<file path="src/rtl/lagarto_pmu_counter_bank.sv">
// Performance-monitor counter bank: per-event counters with enable mask, freeze, sticky overflow, irq.
// Latency: events count 2 edges after pmu_sig_i; register reads return 1 cycle after the request.
// Backpressure: none; accepts one register access every cycle. Optional snapshot: LAGARTO_PMU_SNAPSHOT_EN.
module lagarto_pmu_counter_bank #(
    parameter int NUM_EVENTS = 25,
    parameter int CNT_WIDTH  = 48,
    parameter int ADDR_WIDTH = 8
) (
    input  logic                  clk_i,
    input  logic                  rst_i,
    input  logic [NUM_EVENTS-1:0] pmu_sig_i,
    input  logic                  req_i,
    input  logic                  we_i,
    input  logic [ADDR_WIDTH-1:0] addr_i,
    input  logic [63:0]           wdata_i,
    output logic [63:0]           rdata_o,
    output logic                  rvalid_o,
    output logic                  irq_o
);

    localparam logic [ADDR_WIDTH-1:0] A_CTRL = ADDR_WIDTH'(0);
    localparam logic [ADDR_WIDTH-1:0] A_EN   = ADDR_WIDTH'(1);
    localparam logic [ADDR_WIDTH-1:0] A_OVF  = ADDR_WIDTH'(2);
    localparam logic [ADDR_WIDTH-1:0] A_IRQM = ADDR_WIDTH'(3);
    localparam logic [CNT_WIDTH-1:0]  CNT_MAX = '1;

    logic [NUM_EVENTS-1:0] ev_q;
    logic                  gen_q;
    logic [NUM_EVENTS-1:0] en_q;
    logic [NUM_EVENTS-1:0] ovf_q;
    logic [NUM_EVENTS-1:0] irqm_q;
    logic [CNT_WIDTH-1:0]  cnt_q [NUM_EVENTS];
`ifdef LAGARTO_PMU_SNAPSHOT_EN
    logic [CNT_WIDTH-1:0]  snap_q [NUM_EVENTS];
    logic                  snap;
`endif

    logic                  wr_en, rd_en;
    logic                  ctrl_wr, en_wr, ovf_wr, irqm_wr;
    logic                  clr, gen_eff;
    logic [NUM_EVENTS-1:0] en_eff;
    logic [NUM_EVENTS-1:0] cnt_wr, inc, ovf_set, ovf_d;
    logic [63:0]           rd_val;

    wire unused_wdata = ^wdata_i;

    always_comb begin
        wr_en   = req_i & we_i;
        rd_en   = req_i & ~we_i;
        ctrl_wr = wr_en && (addr_i == A_CTRL);
        en_wr   = wr_en && (addr_i == A_EN);
        ovf_wr  = wr_en && (addr_i == A_OVF);
        irqm_wr = wr_en && (addr_i == A_IRQM);
        clr     = ctrl_wr & wdata_i[1];
`ifdef LAGARTO_PMU_SNAPSHOT_EN
        snap    = ctrl_wr & wdata_i[2];
`endif
        // A GEN/EN write gates the registered event consumed on the same edge.
        gen_eff = ctrl_wr ? wdata_i[0] : gen_q;
        en_eff  = en_wr ? wdata_i[NUM_EVENTS-1:0] : en_q;
        cnt_wr  = '0;
        inc     = '0;
        ovf_set = '0;
        for (int i = 0; i < NUM_EVENTS; i++) begin
            cnt_wr[i]  = wr_en && (addr_i == ADDR_WIDTH'(16 + i));
            inc[i]     = ev_q[i] & en_eff[i] & gen_eff;
            ovf_set[i] = inc[i] & ~cnt_wr[i] & (cnt_q[i] == CNT_MAX);
        end
        // Hardware set beats a same-cycle write-1-to-clear.
        ovf_d = clr ? '0
              : ((ovf_q & ~(ovf_wr ? wdata_i[NUM_EVENTS-1:0] : '0)) | ovf_set);
    end

    always_comb begin
        rd_val = '0;
        if (addr_i == A_CTRL) rd_val[0] = gen_q;
        if (addr_i == A_EN)   rd_val[NUM_EVENTS-1:0] = en_q;
        if (addr_i == A_OVF)  rd_val[NUM_EVENTS-1:0] = ovf_q;
        if (addr_i == A_IRQM) rd_val[NUM_EVENTS-1:0] = irqm_q;
        for (int i = 0; i < NUM_EVENTS; i++) begin
            if (addr_i == ADDR_WIDTH'(16 + i)) rd_val = 64'(cnt_q[i]);
`ifdef LAGARTO_PMU_SNAPSHOT_EN
            if (addr_i == ADDR_WIDTH'(64 + i)) rd_val = 64'(snap_q[i]);
`endif
        end
    end

    always_ff @(posedge clk_i) begin
        if (rst_i) begin
            ev_q     <= '0;
            gen_q    <= 1'b0;
            en_q     <= '1;
            ovf_q    <= '0;
            irqm_q   <= '0;
            rdata_o  <= '0;
            rvalid_o <= 1'b0;
            irq_o    <= 1'b0;
            for (int i = 0; i < NUM_EVENTS; i++) begin
                cnt_q[i] <= '0;
`ifdef LAGARTO_PMU_SNAPSHOT_EN
                snap_q[i] <= '0;
`endif
            end
        end else begin
            ev_q     <= pmu_sig_i;
            gen_q    <= gen_eff;
            en_q     <= en_eff;
            ovf_q    <= ovf_d;
            irq_o    <= |(ovf_q & irqm_q);
            rvalid_o <= rd_en;
            if (rd_en) rdata_o <= rd_val;
            if (irqm_wr) irqm_q <= wdata_i[NUM_EVENTS-1:0];
            for (int i = 0; i < NUM_EVENTS; i++) begin
`ifdef LAGARTO_PMU_SNAPSHOT_EN
                if (snap) snap_q[i] <= cnt_q[i];
`endif
                if (clr)            cnt_q[i] <= '0;
                else if (cnt_wr[i]) cnt_q[i] <= wdata_i[CNT_WIDTH-1:0];
                else if (inc[i])    cnt_q[i] <= cnt_q[i] + 1'b1;
            end
        end
    end

endmodule

</file>
<file path="config.mk">
export PLATFORM = sky130hd
export DESIGN_NAME = lagarto_pmu_counter_bank
export DESIGN_NICKNAME = d
export VERILOG_FILES = /design/src/rtl/lagarto_pmu_counter_bank.sv
export SDC_FILE = /design/constraint.sdc
export NUM_CORES = 2
export LEC_CHECK = 0
export CAP_MARGIN = 40
export CORE_AREA = 2 2 543 545
export DETAILED_ROUTE_END_ITERATION = 8
export DIE_AREA = 0 0 545 547
export PLACE_DENSITY_LB_ADDON = 0.12
export SLEW_MARGIN = 0
export SYNTH_ARGS = -nofsm -noshare
export SYNTH_HDL_FRONTEND = slang
export SYNTH_SLANG_ARGS = --single-unit
</file>
<file path="constraint.sdc">
create_clock -name clk_i -period 9.7 [get_ports clk_i]
set_clock_uncertainty 0.05 [all_clocks]
set_input_delay 2.91 -clock clk_i [delete_from_list [all_inputs] [get_ports clk_i]]
set_output_delay 2.91 -clock clk_i [all_outputs]
set_load 0.02 [all_outputs]
</file>
==> results.toml <==
[status]
run_status = "completed"

[yosys]
netlist_area_sq_um = 87400
synth.distinct_cells = 97
synth_flop_cell = "edfxtp_1"
synth_xor_area_share_pct = 11.5
syn_area_per_cell_sq_um = 8.95
async_flop_share_pct = 0
ys_top_cells_by_area = "edfxtp_1, nand2_1, o21ai_0"
synth_top_cell_area_share_pct = 41.2
synth_seq_cells = 1351
ys_seq_area_share_pct = 44.7
synth_fa_ha_area_share_pct = 0.358
synth_compound_area_share_pct = 15.1
ys_warn_count = 0
synth_cells = 9775
synth_top_family_by_area = "simple AND/OR/NAND/NOR gates"
synth_edf_count = 1200
yosysTopAreaCell = "edfxtp_1"
synthSimpleGateAreaFrac_pct = 21.3
synth_mux_area_share_pct = 2.97

[clock_network]
numCtsBuffers = 184
cts_root_buffer = "clkbuf_16"
clock_sinks = 1351
cts_setup_buffers = 0
post_cts_resized = 0
clk_latency_ns = 0.91
cts_hold_buf = 0
htree_num_levels = 4
clockBufferDepth = 4
clk_transition_reported_paths_ns = 0.06
cts_tree = "done"

[timing]
rsz0062_at_grt = "no"
period_needed_ns = 7.68
hold_viol_final = 0
finalSetupViolCount = 0
worstMarginPinSlew_ns = 1.41
fmax_ghz = 0.130
setup_tns_ns = 0
fin_hold_ws_ns = 0.415
slew_headroom_pct = 5.90
timing.final.crit_share_pct = 79.2
finalMaxSlewViolations = 0

[critical_path]
critPathMaxFanout = 49
end_kind = "flop"
cp.required_ns = 10.16
startpoint_type = "primary input"
cp.arrival_ns = 8.14
critPathKind = "in -> reg"

[power]
swShare_pct = 28.3
power_frac_comb_pct = 8.7
p_int_mw = 10.7
pwr-share-seq_pct = 46.1
power.density_nw_per_um2 = 149
p_leak_nw = 31.2
power_frac_clock_pct = 45.2
irDropWorstVdd_mv = 0.136
p_switching_mw = 4.20

[worst_hold_path]
hp-class = "reg -> reg"

[global_route]
grt_pass1_wl_mm = 665
grt_pass1_vias = 76100
track_usage_pct = 32.0
grt_max_degree = 86
grt-ovfl-total = 0
grt_antenna_before_repair = 53

[layout]
regArea_sq_um = 39100
nFillCells = 30100
drive_above_1_share_pct = 9.30
final_area_sq_um = 99800
nets = 9893
multi_input_area_sq_um = 45400
areaGrowthSynthToFinish_pct = 14.1

[place]
port_buffers = 134
place_area_sq_um = 94100
routabilityCongestion = 1.02
hpwlAfterDp_mm = 350

[die]
core_area_sq_um = 293000
fp-row-count = 199
die_h_microns = 547
ioPinCount = 167
start_util_pct = 29.9
die_w_microns = 545
die_area_sq_um = 298000

[detailed_routing]
drt_iter0_markers = 13000
via_per_inst = 6.02
antenna_left = 0
wl_per_cell_microns = 35.5
dr.pass1.iters = 7
vias = 83300
drcViolationCount = 0
routed_wl_mm = 492

[flow_run]
drv_cap = 0
-- synthesized netlist by cell type, types with 53 or more instances --
cell / count
nor3_1: 166
and3_1: 190
nand4_1: 325
xnor2_1: 423
a22oi_1: 58
and4_1: 111
mux2i_1: 126
dfxtp_1: 151
edfxtp_1: 1200
nand2_1: 1842
nor4_1: 57
o22ai_1: 163
o21ai_0: 1339
clkbuf_1: 441
nor2_1: 520
inv_1: 97
buf_4: 68
xor2_1: 724
buf_1: 61
a21oi_1: 207
buf_2: 155
o221ai_1: 59
o211ai_1: 53
nand3_1: 500
-- stage by stage --
stage                     cells  setup slack, ns  utilization, %  power (mW)
final                     13800             2.02            34.1        14.8
after floorplan            9790             2.34               -        7.37
after detailed placement  13500             1.21            32.2        8.20
after global routing      13800             1.93            34.1        15.1
after CTS                 13800             2.12            34.1        14.9
after global placement    13400            0.997            31.8        8.17
-- layer usage --
layer,wire (microns),track usage (%)
met3,52000,7.83
met2,208000,46.4
met5,103,0
met1,202000,43.6
met4,29900,16.9
-- area by class of cell --
cell class,instances,area share [%]
antenna,19,0.0476
timing repair buffer,523,4.43
multi-input combinational,7607,45.5
tap,3919,4.91
clock inverter,57,0.458
inverter,100,0.376
sequential,1351,39.1
clock buffer,269,5.15
-- cell usage in the layout, fill, tap and decap left out, types with 22 or more instances in the layout --
master and count:
nor2_1 499, buf_2 66, clkdlybuf4s50_1 83, mux2_2 41, or3_1 29, inv_1 95, nand2_1 1833, a22o_1 44
and3_1 190, ha_1 25, a22oi_1 58, a21oi_1 207, nor2b_1 41, nand4_1 325, edfxtp_1 1200, nand2b_1 27
dfxtp_1 151, clkbuf_1 66, a211oi_1 37, clkinv_2 24, o211ai_1 53, a221oi_1 47, o21ai_1 22, and4_1 111
xor2_1 724, o22ai_1 163, o21ai_0 1338, buf_4 338, clkbuf_16 186, xnor2_1 423, nor3_1 156, and2_1 44
nand3_1 500, mux4_2 38, o221ai_1 51, mux2i_1 126, nor4_1 54, nor2_4 23
-- state kept, by name (all words and copies together), names as in the netlist --
signal	count
cnt_q	1200
en_q	25
rdata_o	48
irqm_q	25
ev_q	25
irq_o	1
gen_q	1
rvalid_o	1
ovf_q	25
-- path summary, 6_finish.rpt --
path	startpoint	endpoint	slack, ns	depth (start not counted)
max	addr_i[4]	cnt_q[0][440]$_SDFFCE_PN0P_	2.02	11
max reg2reg	cnt_q[0][30]$_SDFFCE_PN0P_	rdata_o[30]$_SDFFE_PP0P_	5.79	8
min	rdata_o[10]$_SDFFE_PP0P_	rdata_o[10]$_SDFFE_PP0P_	0.41	2
min reg2reg	rdata_o[10]$_SDFFE_PP0P_	rdata_o[10]$_SDFFE_PP0P_	0.41	2
-- logic make-up after synthesis --
logic type                 after synthesis
AOI/OAI and AO/OA                     2245
xor gates and xnor gates              1147
adders and majority gates               25
buffers and inverters                  832
DFF                                   1351
muxes                                  206
other                                    1
and+or+nand+nor                       3968
-- critical path: stages --
cell and delay, ns:
clkdlybuf4s50_1 1.07, or4_1 0.53, nor2_2 0.11, a41oi_4 0.76, nand2_2 0.66, buf_4 0.45
nor2_4 0.13, buf_4 0.49, nor2_1 0.10, nand2_2 0.32, buf_4 0.52
-- power groups by stage --
stage	registers [mW]	clock network (mW)	logic (mW)
2_1_floorplan	6.81	0	0.560
3_3_place_gp	6.94	0	1.23
3_5_place_dp	6.95	0	1.25
4_1_cts	6.83	6.78	1.25
5_1_grt	6.86	6.98	1.30
6_report	6.84	6.71	1.30
Power figures use the tool's default switching activity.
